===== config.mk =====
export PLATFORM = sky130hd
export DESIGN_NAME = layer_serializer_flat
export DESIGN_NICKNAME = d
export VERILOG_FILES = /design/src/rtl/layer_serializer_if.sv /design/src/rtl/layer_serializer.sv /design/src/flat_wrapper.sv
export SDC_FILE = /design/constraint.sdc
export NUM_CORES = 1
export LEC_CHECK = 0
export ABC_AREA = 1
export CORE_ASPECT_RATIO = 1.4
export CORE_MARGIN = 3
export CORE_UTILIZATION = 46
export CTS_CLUSTER_SIZE = 40
export DETAILED_ROUTE_END_ITERATION = 10
export GPL_TIMING_DRIVEN = 0
export PLACE_DENSITY_LB_ADDON = 0.2
export SKIP_CTS_REPAIR_TIMING = 1
export SYNTH_ARGS = -nofsm -noshare
export SYNTH_HDL_FRONTEND = slang
export SYNTH_SLANG_ARGS = --single-unit

===== constraint.sdc =====
create_clock -name clk -period 26.5 [get_ports clk]
set_input_delay 5.3 -clock clk [delete_from_list [all_inputs] [get_ports clk]]
set_output_delay 5.3 -clock clk [all_outputs]
set_load 0.01 [all_outputs]

===== src/rtl/layer_serializer_if.sv =====
// Handshake bundle for layer_serializer: parallel vector in, serial stream out.
// master = serializer side, slave = producer/consumer side.
interface layer_serializer_if #(
  parameter int DATA_WIDTH = 24,
  parameter int NUM_NODES  = 20,
  parameter int IDX_WIDTH  = $clog2(NUM_NODES)
);
  logic                  i_valid;
  logic [DATA_WIDTH-1:0] din_vec [NUM_NODES];
  logic                  i_ready;
  logic                  o_valid;
  logic                  o_ready;
  logic [DATA_WIDTH-1:0] o_data;
  logic [IDX_WIDTH-1:0]  o_index;
  logic                  o_last;

  modport master (
    input  i_valid,
    input  din_vec,
    input  o_ready,
    output i_ready,
    output o_valid,
    output o_data,
    output o_index,
    output o_last
  );

  modport slave (
    output i_valid,
    output din_vec,
    output o_ready,
    input  i_ready,
    input  o_valid,
    input  o_data,
    input  o_index,
    input  o_last
  );
endinterface


===== src/rtl/layer_serializer.sv =====
// Parallel-to-serial converter between layers; one pending vector buffer.
// Optional ReLU on the serial output: LAYER_SERIALIZER_RELU_EN.
module layer_serializer #(
  parameter int DATA_WIDTH = 24,
  parameter int NUM_NODES  = 20,
  parameter int IDX_WIDTH  = $clog2(NUM_NODES)
) (
  input  logic          clk,
  input  logic          rst,
  layer_serializer_if.master bus,
  output logic          o_overflow
);

  typedef enum logic [1:0] {
    IDLE,
    STREAM,
    STREAM_FULL
  } state_t;

  localparam logic [IDX_WIDTH-1:0] LAST_IDX =
    IDX_WIDTH'(NUM_NODES - 1);

  state_t state;
  state_t nxt_state;

  logic [IDX_WIDTH-1:0]  idx;
  logic [IDX_WIDTH-1:0]  nxt_idx;
  logic [DATA_WIDTH-1:0] active  [NUM_NODES];
  logic [DATA_WIDTH-1:0] pending [NUM_NODES];
  logic [DATA_WIDTH-1:0] cur;

  logic active_vld;
  logic pend_vld;
  logic is_last;
  logic accept;
  logic reject;
  logic fire;
  logic fire_last;
  logic load_act;
  logic load_pend;
  logic pend_to_act;

  assign active_vld = (state != IDLE);
  assign pend_vld   = (state == STREAM_FULL);
  assign is_last    = (idx == LAST_IDX);
  assign accept     = bus.i_valid && !pend_vld;
  assign reject     = bus.i_valid && pend_vld;
  assign fire       = active_vld && bus.o_ready;
  assign fire_last  = fire && is_last;

  always_ff @(posedge clk or negedge rst) begin
    if (!rst) begin
      state <= IDLE;
      idx   <= '0;
    end else begin
      state <= nxt_state;
      idx   <= nxt_idx;
    end
  end

  always_comb begin
    nxt_state   = state;
    nxt_idx     = idx;
    load_act    = 1'b0;
    load_pend   = 1'b0;
    pend_to_act = 1'b0;
    case (state)
      IDLE: begin
        if (accept) begin
          load_act  = 1'b1;
          nxt_idx   = '0;
          nxt_state = STREAM;
        end
      end
      STREAM: begin
        if (fire_last) begin
          nxt_idx = '0;
          // A same-edge accept refills active with no bubble
          if (accept) begin
            load_act  = 1'b1;
            nxt_state = STREAM;
          end else begin
            nxt_state = IDLE;
          end
        end else begin
          if (fire) begin
            nxt_idx = idx + 1'b1;
          end
          if (accept) begin
            load_pend = 1'b1;
            nxt_state = STREAM_FULL;
          end
        end
      end
      STREAM_FULL: begin
        if (fire_last) begin
          pend_to_act = 1'b1;
          nxt_idx     = '0;
          nxt_state   = STREAM;
        end else if (fire) begin
          nxt_idx = idx + 1'b1;
        end
      end
      default: begin
        nxt_state = IDLE;
        nxt_idx   = '0;
      end
    endcase
  end

  // Buffers are never cleared; validity lives in the FSM state
  always_ff @(posedge clk) begin
    if (load_act) begin
      active <= bus.din_vec;
    end else if (pend_to_act) begin
      active <= pending;
    end
    if (load_pend) begin
      pending <= bus.din_vec;
    end
  end

  always_ff @(posedge clk or negedge rst) begin
    if (!rst) begin
      o_overflow <= 1'b0;
    end else if (reject) begin
      o_overflow <= 1'b1;
    end
  end

  assign cur = active[idx];

  assign bus.i_ready = !pend_vld;
  assign bus.o_valid = active_vld;
  assign bus.o_index = idx;
  assign bus.o_last  = active_vld && is_last;

`ifdef LAYER_SERIALIZER_RELU_EN
  assign bus.o_data =
    (!active_vld || cur[DATA_WIDTH-1]) ? '0 : cur;
`else
  assign bus.o_data = active_vld ? cur : '0;
`endif

endmodule

===== src/flat_wrapper.sv =====
// flat-port wrapper written by rule: the top's interface ports become plain ports
module layer_serializer_flat 
#(
  parameter int DATA_WIDTH = 24,
  parameter int NUM_NODES  = 20,
  parameter int IDX_WIDTH  = $clog2(NUM_NODES)
)
  (clk, rst, o_overflow, bus_i_valid, bus_din_vec, bus_o_ready, bus_i_ready, bus_o_valid, bus_o_data, bus_o_index, bus_o_last);
  layer_serializer_if #(.DATA_WIDTH(DATA_WIDTH), .NUM_NODES(NUM_NODES), .IDX_WIDTH(IDX_WIDTH)) bus_i ();
  input  logic clk;
  input  logic rst;
  output logic o_overflow;
  input wire logic [$bits(bus_i.i_valid)-1:0] bus_i_valid;
  input wire logic [$bits(bus_i.din_vec)-1:0] bus_din_vec;
  input wire logic [$bits(bus_i.o_ready)-1:0] bus_o_ready;
  output wire logic [$bits(bus_i.i_ready)-1:0] bus_i_ready;
  output wire logic [$bits(bus_i.o_valid)-1:0] bus_o_valid;
  output wire logic [$bits(bus_i.o_data)-1:0] bus_o_data;
  output wire logic [$bits(bus_i.o_index)-1:0] bus_o_index;
  output wire logic [$bits(bus_i.o_last)-1:0] bus_o_last;
  assign bus_i.i_valid = bus_i_valid;
  assign bus_i.din_vec = {>>{bus_din_vec}};
  assign bus_i.o_ready = bus_o_ready;
  assign bus_i_ready = bus_i.i_ready;
  assign bus_o_valid = bus_i.o_valid;
  assign bus_o_data = bus_i.o_data;
  assign bus_o_index = bus_i.o_index;
  assign bus_o_last = bus_i.o_last;
  layer_serializer #(.DATA_WIDTH(DATA_WIDTH), .NUM_NODES(NUM_NODES), .IDX_WIDTH(IDX_WIDTH)) u_core (.clk(clk), .rst(rst), .bus(bus_i), .o_overflow(o_overflow));
endmodule

==> impl_results.md <==
- Slew Limit Fails: 0
- DP Area: 0.0490 mm2
- CTS clk-pin slew, worst paths: 0.07 ns
- Seq/Total Area, Yosys: a little over two thirds
- Iteration count of the initial detailed-routing pass: 6
- Core ar.: between 0.08 and 0.09 mm2
- R2r worst-path depth: 18
- Via/cell ratio: approximately 5
- Layout cells sized above 1: under 10%
- Syn Area/Cell: 10.3 um2
- Asr flop ratio synth: less than 1%
- Reg2reg start: u_core.state[0]$_DFFE_PN0P_
- Number of global-route vias before repair: 29.6k
- Pin count of the biggest net entering global routing: 35
- Setup TNS: 0 ns
- Die X: about 260 um
- Final worst path period need: about 11 ns
- Total Wirelength: approximately 130000 um
- DP HPWL: 101000 um
- Chip height: around 360 um
- RSZ-0062 raised after global routing: no
- Worst hold margin: about 0.5 ns
- Fmax: approximately 93 MHz
- Setup CP Type: reg -> out
- Hold Crit Start: u_core.pending[6]$_DFFE_PP_
- Syn nets: roughly 4.5k
- WL per Instance: between 20 and 25 um
- Synthesized instance count: around 4k
- Global route overflow: 0
- Slew @ Worst Pin: approximately 1.3 ns
- Full die area: between 0.09 and 0.1 mm2
- Synth cell count leaders: nand2_1 (2079), edfxtp_1 (960), inv_1 (372)
- Design area: between 0.05 and 0.06 mm2
- TritonCTS Sinks: 968
- EDFF count, synth: 960
- CP Max Fanout: 10
- Post-synth top flop: edfxtp_1
- Worst hold-check path type: reg -> reg
- Crit path DAT: roughly 5.5 ns
- Clock H-tree levels: 3
- Final setup violation count: 0
- Leading area contributor after synthesis: edfxtp_1
- Layout area overhead: 26.0%
- Root Buffer: clkbuf_16
- Antenna violations before repair: 15
- Slew margin rel.: approximately 13%
- Pre-CTS setup slack: between 15 and 20 ns
- Clock Latency Late Sink: between 0.6 and 0.7 ns
- CTS Buf Count: 94
- Leakage: ~22 nW
- Run status: finished clean
- Initial detailed-routing violation count: between 2k and 3k
- # rows: 129
- Most common cell in the netlist: nand2_1
- Global-route wire length before repair: 189000 um
- TritonCTS clock tree: done
- Post-synth top area share: a little over two thirds
- VDD IR max: between 0.00008 and 0.00009 V
- # port buffers: 516
- Synth Cell Area: 0.0415 mm2
- Hold depth: 2
- Final ANT Viol Nets: 0
- Top cells by area, synth: edfxtp_1 (70%), nand2_1 (19%), inv_1 (3.4%), nand3_1 (3.0%), buf_6 (0.90%)
- Worst Skew: roughly 0.022 ns
- Placer Congestion: ~0.95
- Starting density of the core: a little under half
- Fin crit share: between 40 and 50%
- Register bit count reported by yosys: 968
- Critical path launch point type: flop
- I/O pin count: 517
- FF-to-FF End: u_core.active[222]$_DFFE_PP_
- Final #Nets: 5187
- Power, Total: between 5 and 6 mW
- Worst Hold End: u_core.active[6]$_DFFE_PP_
- Max cap viols: 0
- Synth unique cells: 27
- Setup crit end kind: output pin
- Pwr Density: between 100 and 150 mW/mm2
- Hold Vio Cnt, Final: 0
- Reg-to-reg slack, setup: 22.43 ns
- Post-route setup slack: ~16 ns
- Critical path data required time: between 20 and 25 ns
- Via count: 30.1k
- Clk buf depth: 3
- Warnings, synthesis: 0
- # DRC: 0
- GRT Total Usage: between 20% and 30%
## registers in the layout, summed over array words and instances, names as in the netlist
| register | cells |
|---|---|
| u_core.active | 480 |
| u_core.pending | 480 |
| u_core.bus.o_index | 5 |
| u_core.state | 2 |
| u_core.o_overflow | 1 |
## worst max path at each step
stage               depth (start not counted)                               from                      endpoint
floorplan                                   4                        bus_o_ready    u_core.active[0]$_DFFE_PP_
global placement                            5                        bus_i_valid  u_core.pending[11]$_DFFE_PP_
detailed placement                         10  u_core.bus.o_index[1]$_DFFE_PN0P_                bus_o_data[19]
CTS                                        10  u_core.bus.o_index[1]$_DFFE_PN0P_                bus_o_data[19]
global route                               10  u_core.bus.o_index[1]$_DFFE_PN0P_                bus_o_data[19]
finish                                     10  u_core.bus.o_index[1]$_DFFE_PN0P_                bus_o_data[18]
## logic make-up (layout without fill, tap and decap cells)
| kind of cell | count (synthesis) | after routing | synth area share, % |
|---|---|---|---|
| other | 0 | 16 | 0 |
| adder cells (fa/ha/maj) | 5 | 5 | 0.151 |
| flip-flops | 968 | 968 | 70.0 |
| XOR/XNOR | 1 | 1 | 0.0211 |
| buffers and inverters | 581 | 1309 | 6.09 |
| AO/OA/AOI/OAI | 107 | 107 | 1.38 |
| AND/OR/NAND/NOR | 2384 | 2384 | 22.4 |
## report_power, final
group | internal, mW | switching [mW]
clock | 0.819 | 0.591
combinational | 0.594 | 1.32
sequential | 2.20 | 0.0901
## critical path, cell delays in order, from the launching register on
cell	delay (ns)
dfrtp_1	0.51
clkbuf_1	0.32
clkbuf_1	0.99
clkbuf_1	0.83
nand3_1	0.28
nand3_1	0.21
nand3_1	0.19
nand2_1	0.11
nand2_1	0.15
a21oi_1	0.52
clkdlybuf4s50_1	0.66
## layout by cell type, fill, tap and decap left out, types with 5 or more instances in the layout
master           count
nand2_1           2079
clkbuf_1            89
o21ai_0             53
buf_2               73
diode_2             16
a21oi_1             26
o22ai_1             24
inv_1              372
clkinv_2            23
buf_1               19
buf_12              27
buf_6               33
clkinv_1            18
ha_1                 5
clkdlybuf4s50_1    516
buf_16              13
nand3_1            245
edfxtp_1           960
clkbuf_16           96
dfrtp_1              8
bufinv_16           16
nor2_1              53
## layout make-up
class,instances,area [um2]
diodes,16,40.0
plain buffers,205,1120
clock buffers,107,2440
clock inverters,65,752
fillers,7520,36700
inverters,376,1410
multi-input cells,2497,9940
flip-flops and latches,968,29000
well taps,1179,1480
repair buffers,556,6060
## metrics by stage
stage / utilization (%) / cells
2_1_floorplan: - / 4046
3_3_place_gp: 54.1 / 5741
3_5_place_dp: 55.1 / 5781
4_1_cts: 58.7 / 5953
5_1_grt: 58.7 / 5959
6_report: 58.8 / 5969
## per-layer routing
| metal | vias up | GRT usage (%) | part of all wire (%) |
|---|---|---|---|
| met1 | 14200 | 33.6 | 37 |
| li1 | 14400 | - | - |
| met3 | 240 | 5.25 | 8.1 |
| met2 | 1264 | 47.7 | 50 |
| met4 | 2 | 14.2 | 5.3 |
| met5 | - | 0 | 0.0098 |
No activity file was read; power rests on OpenSTA's default activity.
